**config.mk**
```make
export PLATFORM = sky130hd
export DESIGN_NAME = alu_decode_stage
export DESIGN_NICKNAME = d
export VERILOG_FILES = /design/src/rtl/alu_decode_stage_pkg.sv /design/src/rtl/alu_decode_stage_comb.sv /design/src/rtl/alu_decode_stage.sv
export SDC_FILE = /design/constraint.sdc
export NUM_CORES = 1
export LEC_CHECK = 0
export ABC_AREA = 1
export BUFFER_PORTS_ARGS = -buffer_cell sky130_fd_sc_hd__buf_2
export CAP_MARGIN = 20
export CORE_AREA = 5 5 111 87
export CTS_CLUSTER_DIAMETER = 60
export DETAILED_ROUTE_END_ITERATION = 7
export DIE_AREA = 0 0 116 92
export PLACE_DENSITY = 0.9
export SYNTH_ARGS = -nofsm -noshare
export SYNTH_HDL_FRONTEND = slang
export SYNTH_SLANG_ARGS = --single-unit
export TNS_END_PERCENT = 20
```
**constraint.sdc**
```tcl
create_clock -name clk_i -period 3.22 [get_ports clk_i]
set_input_delay 0.483 -clock clk_i [delete_from_list [all_inputs] [get_ports clk_i]]
set_output_delay 0.483 -clock clk_i [all_outputs]
set_load 0.05 [all_outputs]
```
**src/rtl/alu_decode_stage_pkg.sv**
```systemverilog
// Shared constants for the decode/ALU boundary: ALU operation codes, RV32I major
// opcodes, operand-source selects, the decoded payload record and immediate helpers.
package alu_decode_stage_pkg;

  typedef enum logic [3:0] {
    ALU_ADD  = 4'd0,
    ALU_SUB  = 4'd1,
    ALU_SLL  = 4'd2,
    ALU_SLT  = 4'd3,
    ALU_SLTU = 4'd4,
    ALU_XOR  = 4'd5,
    ALU_SRL  = 4'd6,
    ALU_SRA  = 4'd7,
    ALU_OR   = 4'd8,
    ALU_AND  = 4'd9,
    ALU_EQ   = 4'd10,
    ALU_NE   = 4'd11,
    ALU_PASS = 4'd12
  } alu_op_e;

  typedef enum logic [6:0] {
    OPC_LOAD   = 7'b0000011,
    OPC_OP_IMM = 7'b0010011,
    OPC_AUIPC  = 7'b0010111,
    OPC_STORE  = 7'b0100011,
    OPC_OP     = 7'b0110011,
    OPC_LUI    = 7'b0110111,
    OPC_BRANCH = 7'b1100011,
    OPC_JALR   = 7'b1100111,
    OPC_JAL    = 7'b1101111
  } opcode_e;

  typedef enum logic [1:0] {
    OPER1_RS1  = 2'd0,
    OPER1_PC   = 2'd1,
    OPER1_ZERO = 2'd2
  } oper1_sel_e;

  typedef enum logic [1:0] {
    OPER2_RS2  = 2'd0,
    OPER2_IMM  = 2'd1,
    OPER2_FOUR = 2'd2
  } oper2_sel_e;

  typedef struct packed {
    alu_op_e            alu_op;
    oper1_sel_e         oper1_sel;
    oper2_sel_e         oper2_sel;
    logic signed [31:0] imm;
    logic [4:0]         rs1;
    logic [4:0]         rs2;
    logic [4:0]         rd;
    logic               rd_we;
    logic               is_branch;
    logic               branch_negate;
    logic               illegal;
  } dec_payload_t;

  localparam dec_payload_t DEC_RESET = '{
    alu_op:        ALU_PASS,
    oper1_sel:     OPER1_RS1,
    oper2_sel:     OPER2_RS2,
    imm:           32'sd0,
    rs1:           5'd0,
    rs2:           5'd0,
    rd:            5'd0,
    rd_we:         1'b0,
    is_branch:     1'b0,
    branch_negate: 1'b0,
    illegal:       1'b0
  };

  // funct3 to ALU op for the register/immediate arithmetic group (shift type resolved by caller).
  function automatic alu_op_e f3_alu_op(input logic [2:0] f3);
    case (f3)
      3'b000:  return ALU_ADD;
      3'b001:  return ALU_SLL;
      3'b010:  return ALU_SLT;
      3'b011:  return ALU_SLTU;
      3'b100:  return ALU_XOR;
      3'b101:  return ALU_SRL;
      3'b110:  return ALU_OR;
      default: return ALU_AND;
    endcase
  endfunction

  function automatic logic signed [31:0] imm_i(input logic [31:0] ins);
    return {{20{ins[31]}}, ins[31:20]};
  endfunction

  function automatic logic signed [31:0] imm_s(input logic [31:0] ins);
    return {{20{ins[31]}}, ins[31:25], ins[11:7]};
  endfunction

  function automatic logic signed [31:0] imm_b(input logic [31:0] ins);
    return {{19{ins[31]}}, ins[31], ins[7], ins[30:25], ins[11:8], 1'b0};
  endfunction

  function automatic logic signed [31:0] imm_u(input logic [31:0] ins);
    return {ins[31:12], 12'b0};
  endfunction

  function automatic logic signed [31:0] imm_j(input logic [31:0] ins);
    return {{11{ins[31]}}, ins[31], ins[19:12], ins[20], ins[30:21], 1'b0};
  endfunction

endpackage

```
**src/rtl/alu_decode_stage_comb.sv**
```systemverilog
// Purely combinational RV32I instruction -> decode payload.
// Define ALU_DECODE_ILLEGAL_EN to report undecodable encodings on the illegal flag.
module alu_decode_comb
  import alu_decode_stage_pkg::*;
(
  input  logic [31:0]  instr_i,
  output dec_payload_t dec_o
);

  logic [6:0] opcode;
  logic [2:0] funct3;
  logic [6:0] funct7;
  logic       unknown;

  assign opcode = instr_i[6:0];
  assign funct3 = instr_i[14:12];
  assign funct7 = instr_i[31:25];

  always_comb begin
    dec_o     = DEC_RESET;
    unknown   = 1'b0;
    dec_o.rs1 = instr_i[19:15];
    dec_o.rs2 = instr_i[24:20];
    dec_o.rd  = instr_i[11:7];
    case (opcode)
      OPC_OP: begin
        dec_o.rd_we = 1'b1;
        case (funct3)
          3'b000, 3'b101: begin
            if (funct7 == 7'b0000000)      dec_o.alu_op = f3_alu_op(funct3);
            else if (funct7 == 7'b0100000) dec_o.alu_op = (funct3 == 3'b000) ? ALU_SUB : ALU_SRA;
            else                           unknown = 1'b1;
          end
          default: begin
            if (funct7 == 7'b0000000) dec_o.alu_op = f3_alu_op(funct3);
            else                      unknown = 1'b1;
          end
        endcase
      end
      OPC_OP_IMM: begin
        dec_o.rd_we     = 1'b1;
        dec_o.oper2_sel = OPER2_IMM;
        dec_o.imm       = imm_i(instr_i);
        dec_o.alu_op    = f3_alu_op(funct3);
        // Shifts carry shamt in the immediate slot and funct7 in the upper bits.
        if (funct3 == 3'b001 || funct3 == 3'b101) begin
          dec_o.imm = {27'b0, instr_i[24:20]};
          if (funct3 == 3'b101 && funct7 == 7'b0100000) dec_o.alu_op = ALU_SRA;
          else if (funct7 != 7'b0000000)                unknown = 1'b1;
        end
      end
      OPC_LUI: begin
        dec_o.alu_op    = ALU_ADD;
        dec_o.oper1_sel = OPER1_ZERO;
        dec_o.oper2_sel = OPER2_IMM;
        dec_o.imm       = imm_u(instr_i);
        dec_o.rd_we     = 1'b1;
      end
      OPC_AUIPC: begin
        dec_o.alu_op    = ALU_ADD;
        dec_o.oper1_sel = OPER1_PC;
        dec_o.oper2_sel = OPER2_IMM;
        dec_o.imm       = imm_u(instr_i);
        dec_o.rd_we     = 1'b1;
      end
      OPC_JAL, OPC_JALR: begin
        dec_o.alu_op    = ALU_ADD;
        dec_o.oper1_sel = OPER1_PC;
        dec_o.oper2_sel = OPER2_FOUR;
        dec_o.imm       = (opcode == OPC_JAL) ? imm_j(instr_i) : imm_i(instr_i);
        dec_o.rd_we     = 1'b1;
      end
      OPC_BRANCH: begin
        dec_o.is_branch = 1'b1;
        dec_o.imm       = imm_b(instr_i);
        case (funct3)
          3'b000:  dec_o.alu_op = ALU_EQ;
          3'b001:  dec_o.alu_op = ALU_NE;
          3'b100:  dec_o.alu_op = ALU_SLT;
          3'b101:  begin dec_o.alu_op = ALU_SLT;  dec_o.branch_negate = 1'b1; end
          3'b110:  dec_o.alu_op = ALU_SLTU;
          3'b111:  begin dec_o.alu_op = ALU_SLTU; dec_o.branch_negate = 1'b1; end
          default: unknown = 1'b1;
        endcase
      end
      OPC_LOAD, OPC_STORE: begin
        dec_o.alu_op    = ALU_ADD;
        dec_o.oper2_sel = OPER2_IMM;
        dec_o.imm       = (opcode == OPC_LOAD) ? imm_i(instr_i) : imm_s(instr_i);
        dec_o.rd_we     = (opcode == OPC_LOAD);
      end
      default: unknown = 1'b1;
    endcase

    if (unknown) begin
      dec_o.alu_op        = ALU_PASS;
      dec_o.rd_we         = 1'b0;
      dec_o.is_branch     = 1'b0;
      dec_o.branch_negate = 1'b0;
    end
    if (dec_o.rd == 5'd0) dec_o.rd_we = 1'b0;
`ifdef ALU_DECODE_ILLEGAL_EN
    dec_o.illegal = unknown;
`else
    dec_o.illegal = 1'b0;
`endif
  end

endmodule

```
**src/rtl/alu_decode_stage.sv**
```systemverilog
// Registered RV32I decode stage: single-entry payload register with valid/ready,
// flush and asynchronous reset. Optional illegal reporting via ALU_DECODE_ILLEGAL_EN.
module alu_decode_stage
  import alu_decode_stage_pkg::*;
(
  input  logic        clk_i,
  input  logic        rst_ni,
  input  logic        instr_valid_i,
  input  logic [31:0] instr_i,
  input  logic [31:0] pc_i,
  output logic        instr_ready_o,
  input  logic        flush_i,
  output logic        dec_valid_o,
  input  logic        dec_ready_i,
  output alu_op_e     alu_op_o,
  output oper1_sel_e  oper1_sel_o,
  output oper2_sel_e  oper2_sel_o,
  output logic [31:0] imm_o,
  output logic [4:0]  rs1_o,
  output logic [4:0]  rs2_o,
  output logic [4:0]  rd_o,
  output logic        rd_we_o,
  output logic        is_branch_o,
  output logic        branch_negate_o,
  output logic [31:0] pc_o,
  output logic        illegal_o
);

  dec_payload_t dec_p0;
  dec_payload_t dec_p1;
  logic [31:0]  pc_p1;
  logic         vld_p1;
  logic         accept_p0;

  alu_decode_comb u_comb (
    .instr_i (instr_i),
    .dec_o   (dec_p0)
  );

  // Stage 0 -> 1: a consume and an accept at the same edge replace the payload with no bubble.
  assign instr_ready_o = !vld_p1 || dec_ready_i;
  assign accept_p0     = instr_valid_i && instr_ready_o;

  always_ff @(posedge clk_i or negedge rst_ni) begin
    if (!rst_ni) begin
      vld_p1 <= 1'b0;
      dec_p1 <= DEC_RESET;
      pc_p1  <= 32'd0;
    end else if (flush_i) begin
      vld_p1 <= 1'b0;
    end else if (accept_p0) begin
      vld_p1 <= 1'b1;
      dec_p1 <= dec_p0;
      pc_p1  <= pc_i;
    end else if (dec_ready_i) begin
      vld_p1 <= 1'b0;
    end
  end

  assign dec_valid_o     = vld_p1;
  assign alu_op_o        = dec_p1.alu_op;
  assign oper1_sel_o     = dec_p1.oper1_sel;
  assign oper2_sel_o     = dec_p1.oper2_sel;
  assign imm_o           = dec_p1.imm;
  assign rs1_o           = dec_p1.rs1;
  assign rs2_o           = dec_p1.rs2;
  assign rd_o            = dec_p1.rd;
  assign rd_we_o         = dec_p1.rd_we;
  assign is_branch_o     = dec_p1.is_branch;
  assign branch_negate_o = dec_p1.branch_negate;
  assign pc_o            = pc_p1;
  assign illegal_o       = dec_p1.illegal;

endmodule

```
Word level (Yosys, flattened, before mapping)
Index checks and enable logic that the tools add are counted.
- flip-flop bits (word level): 91
- bits of input ports: 69
- output and inout port bits: 93
- word-level logic and storage cells: 87
- eq/ne operators: 17
- mux-type cells: 34
- bitwise logic cells: 1
- reductions and logical operators: 23
- operators with widths (kind ; count):
    $pmux 32 s5 ; 1
    $mux 32 ; 1
    $pmux 4 s4 ; 2
    $eq 7x6->1 const B ; 4
    $mux 4 ; 7
    $pmux 4 s7 ; 1
    $eq 7x7->1 const B ; 3
    $mux 20 ; 1
    $reduce_or 6->1 ; 3
    $eq 7x5->1 const B ; 2
    $reduce_or 2->1 ; 7
    $mux 1 ; 13
    $eq 3x3->1 const B ; 4
    $pmux 2 s2 ; 2
    $eq 7x2->1 const B ; 1
    $logic_not 7->1 ; 1
    $reduce_bool 7->1 ; 1
    $eq 3x2->1 const B ; 2
    $mux 3 ; 2
    $logic_not 5->1 ; 1
    $mux 5 ; 1
    $reduce_or 5->1 ; 1
    $pmux 1 s4 ; 1
    $eq 3x1->1 const B ; 1
    other kinds (10) ; 12

Longest topological paths before layout
- depth in word-level cells: 7
- mapped depth: 13
- mapped depth without buffers: 12

By module
Synthesis repeated with hierarchy kept, for this count alone.
- cell total of the unflattened synthesis: 611
- area total of the unflattened synthesis: 4908.5 µm²
- by module, submodules not included (module ; times used ; cells each ; area each (µm²) ; seq. area each (µm²)):
    alu_decode_stage ; 1 ; 400 ; 3746.1 ; 2304.7
    alu_decode_comb ; 1 ; 211 ; 1162.4 ; 0.0

Worst setup path before layout
OpenSTA, ideal clock, no wires.
- path kind: register to register
- start: register vld_p1, in the netlist dec_valid_o
- end: register dec_p1, in the netlist imm_o[11]
- setup time: 66 ps
- data arrival time: 1574 ps
- data required time: 3154 ps
- slack: 1580 ps
- cell stages (with the launch flop): 9
- path buffers: 2
- period minus slack after synthesis: 1640 ps
- path through: dfrtp_1 > inv_1 > nor2_1 > nor3_2 > inv_1 > buf_2 > clkbuf_1 > nand2_1 > nand2_1
- longest elaborated chain between the ends: 4
- RTL lines (item ; RTL line ; text):
    start: declaration ; alu_decode_stage.sv:32 ; logic vld_p1;
    start signal: assignment ; alu_decode_stage.sv:46 ; vld_p1 <= 1'b0;
    start signal: assignment ; alu_decode_stage.sv:50 ; vld_p1 <= 1'b0;
    start signal: assignment ; alu_decode_stage.sv:52 ; vld_p1 <= 1'b1;
    $logic_not 1->1 ; alu_decode_stage.sv:41 ; assign instr_ready_o = !vld_p1 || dec_ready_i;
    $logic_or 1x1->1 ; alu_decode_stage.sv:41 ;
    $logic_and 1x1->1 ; alu_decode_stage.sv:42 ; assign accept_p0 = instr_valid_i && instr_ready_o;
    $reduce_and 2->1 (no line) ; -- ;
    end signal: assignment ; alu_decode_stage.sv:53 ; dec_p1 <= dec_p0;
    end: declaration ; alu_decode_stage.sv:30 ; dec_payload_t dec_p1;
No other way between the ends.
A chain may end at the register's enable or synchronous reset.

Final worst setup path
- start: register vld_p1, in the netlist dec_valid_o
- end: register dec_p1, in the netlist rd_o[2]
Same word-level chain as after synthesis.

==> impl_metrics.json <==
{
  "critPathArrivalTime_ns": 2.03,
  "worstSkewPairLatency_ns": 0.34,
  "h-tree-depth": 3,
  "grt_start_max_net_pins": 92,
  "holdBufCountCts": 0,
  "cts_root_buffer": "clkbuf_16",
  "dp_cells": 801,
  "post_cts_buffers": 0,
  "globalplace.congestion": 0.928,
  "via_per_inst": 5.10,
  "rows": 29,
  "ff2ff_path_depth": 7,
  "vdd_drop_max_uv": 377,
  "path_class": "reg2reg",
  "start_util_pct": 52.3,
  "dr.pass1.iters": 5,
  "cts-resized-gates": 0,
  "synthArstFlopShare_pct": 100,
  "slowest_delay_ns": 0.49,
  "drt-total-wl_um": 12100,
  "worst_pin_slew_ns": 0.735,
  "syn_to_final_growth_pct": 27.4,
  "drtIter0Drc": 444,
  "p_per_area_nw_per_um2": 586,
  "r2r_start": "dec_valid_o",
  "wl_per_cell_um": 14.8,
  "stdcell_count": 818,
  "clk_pin_slew_ns": 0.06,
  "setup-violations-final": 0,
  "synth_seq_cells": 91,
  "drc": 0,
  "grt.overflow.total": 0,
  "synthFlopType": "dfrtp_1",
  "antenna_found_initial": 1,
  "switching_share_pct": 35.0,
  "synth_area_per_cell_um2": 7.85,
  "ff2ff_setup_slack_ns": 1.43,
  "ant_nets": 0,
  "skew_ns": 0.00513,
  "cp_max_fo": 66,
  "slowest_stage": "inv_2",
  "die_area_um2": 10700,
  "cts.sinks": 91,
  "seqPwrFrac_pct": 40.3,
  "tns_ns": 0,
  "n_fill_cell": 697,
  "tritoncts": "built",
  "p_comb_share_pct": 24.7,
  "finalMaxSlewViolations": 0,
  "hold_path.class": "in2async",
  "p_int_mw": 2.12,
  "numCtsBuffers": 9,
  "critical_path_required_ns": 3.47,
  "leakagePower_nw": 3.28,
  "ctsLongestPathBuffers": 2,
  "hold_violations": 0,
  "min_period_ns": 1.79,
  "via_count": 4170,
  "syn_nets": 625,
  "final_core_util_pct": 66.6,
  "crit_chain": "inv_1 -> nor2_1 -> nor3_4 -> inv_2 -> buf_12 -> nand2_1 -> o21ai_0",
  "pwr-share-clk_pct": 35.0,
  "finalCritPeriodShare_pct": 55.5,
  "p_switching_mw": 1.14,
  "grt_pass1_wl_um": 19200,
  "diodes": 0,
  "design.core.area_um2": 8350,
  "grt_pass1_vias": 3876,
  "grtUsageTotal_pct": 22.4,
  "die_w_um": 116,
  "rsz0062_at_grt": "no",
  "drive_above_1_share_pct": 30.3,
  "synth_edf_count": 0,
  "fin_nets": 774,
  "reg2reg_to": "rd_o[2]",
  "ys_types": 33,
  "io_pins": 162,
  "clock.fmax_mhz": 559,
  "hold_ws_ns": 0.0733,
  "cap_violations": 0,
  "worstSetupStartpoint": "dec_valid_o",
  "synth-seq-area-share_pct": 52.3,
  "numPortBuffers": 160,
  "status": "finished clean",
  "worst_setup_path_end_kind": "flip-flop",
  "maxSlewHeadroom_pct": 51.0,
  "synth_cells": 556,
  "ys.warnings.count": 0,
  "worst_setup_path_start_kind": "flip-flop",
  "fp.dieH_um": 92,
  "syn_area_um2": 4360,
  "hpwl_um": 8810
}
[worst max path at each step]
stage,to,slack [ns],cells past startpoint
after CTS,rd_o[2],1.43,7
after detailed placement,imm_o[17],1.11,9
after floorplan,imm_o[11],1.58,8
after global routing,rd_o[2],1.23,7
after global placement,imm_o[16],1.24,9
final,rd_o[2],1.43,7
[critical path: cells and delay by family, from the launching register on]
family / cells / cell delay (ns)
and+or+nand+nor: 3 / 0.35
buffers and inverters: 3 / 0.86
AOI/OAI and AO/OA: 1 / 0.09
DFF: 1 / 0.34
[registers in the layout, summed over array words and instances, names as in the netlist]
| signal | flops |
|---|---|
| branch_negate_o | 1 |
| oper2_sel_o | 2 |
| imm_o | 32 |
| alu_op_o | 4 |
| rs1_o | 5 |
| rs2_o | 5 |
| is_branch_o | 1 |
| dec_valid_o | 1 |
| pc_o | 32 |
| oper1_sel_o | 2 |
| rd_we_o | 1 |
| rd_o | 5 |
[routing by layer]
metal  global-route usage, %  wire length [um]  up-vias  share of wire (%)
li1                        -                 -     2025                  -
met4                    5.60                94        2               0.78
met3                    6.64              1260       13                 10
met5                       0                16        -               0.13
met2                    32.1              5380      202                 45
met1                    33.4              5330     1928                 44
[synth_stat cells, types with 2 or more instances]
master | instances | share of area (%)
nand2_1 | 259 | 22
dfrtp_1 | 89 | 51
inv_1 | 37 | 3.2
nand3_1 | 35 | 4.0
o21ai_0 | 27 | 3.1
nor2_1 | 21 | 1.8
buf_2 | 13 | 1.5
o211ai_1 | 9 | 1.5
clkbuf_1 | 8 | 0.69
inv_2 | 7 | 0.60
nand2_2 | 7 | 1.0
a21oi_1 | 6 | 0.69
o21ai_2 | 6 | 1.2
o22ai_1 | 4 | 0.57
buf_4 | 3 | 0.52
nor2_4 | 3 | 0.77
nor3_2 | 3 | 0.69
dfstp_2 | 2 | 1.2
nor2_2 | 2 | 0.29
nor3_1 | 2 | 0.23
[cells by family (layout without fill, tap and decap cells)]
logic type | after synthesis | after routing | synth area share, %
compound gates | 58 | 58 | 8.32
buf+inv | 69 | 223 | 6.74
flops | 91 | 91 | 52.3
other cells | 1 | 1 | 0.0860
simple gates | 337 | 337 | 32.6
[power groups by stage]
stage          logic, mW  registers, mW  clock network [mW]
5_1_grt            0.860           1.33                1.21
2_1_floorplan      0.175           1.72                   0
3_5_place_dp       0.806           1.33                   0
4_1_cts            0.807           1.31                1.16
3_3_place_gp       0.792           1.33                   0
6_report           0.804           1.31                1.14
[per-stage QoR]
stage	setup slack [ns]	total power [mW]	area [um^2]
6_report	1.43	3.26	5560
5_1_grt	1.23	3.40	5560
4_1_cts	1.43	3.28	5530
3_5_place_dp	1.11	2.14	5210
3_3_place_gp	1.24	2.12	5210
2_1_floorplan	1.58	1.90	4360
[final cells by class]
class / count / area (um^2) / share of cell area, %
inverters: 44 / 165 / 2.97
flip-flops and latches: 91 / 2280 / 41.0
clock buffers: 10 / 229 / 4.12
repair buffers: 163 / 858 / 15.4
multi-input cells: 396 / 1800 / 32.3
clock inverters: 6 / 96.3 / 1.73
well taps: 108 / 135 / 2.43
[layout by cell type, fill, tap and decap left out, types with 2 or more instances in the layout]
master,count
clkbuf_16,9
a21oi_1,6
o22ai_1,4
nand2_1,259
o21ai_2,6
dfrtp_1,89
inv_1,36
bufinv_16,2
nor2_2,2
nand2_2,7
nor3_2,2
nor3_1,2
buf_2,159
o21ai_0,27
buf_4,2
nor2_4,3
o211ai_1,9
nand3_1,35
nor2_1,21
inv_2,8
dfstp_2,2
(Power assumes the default switching activity.)
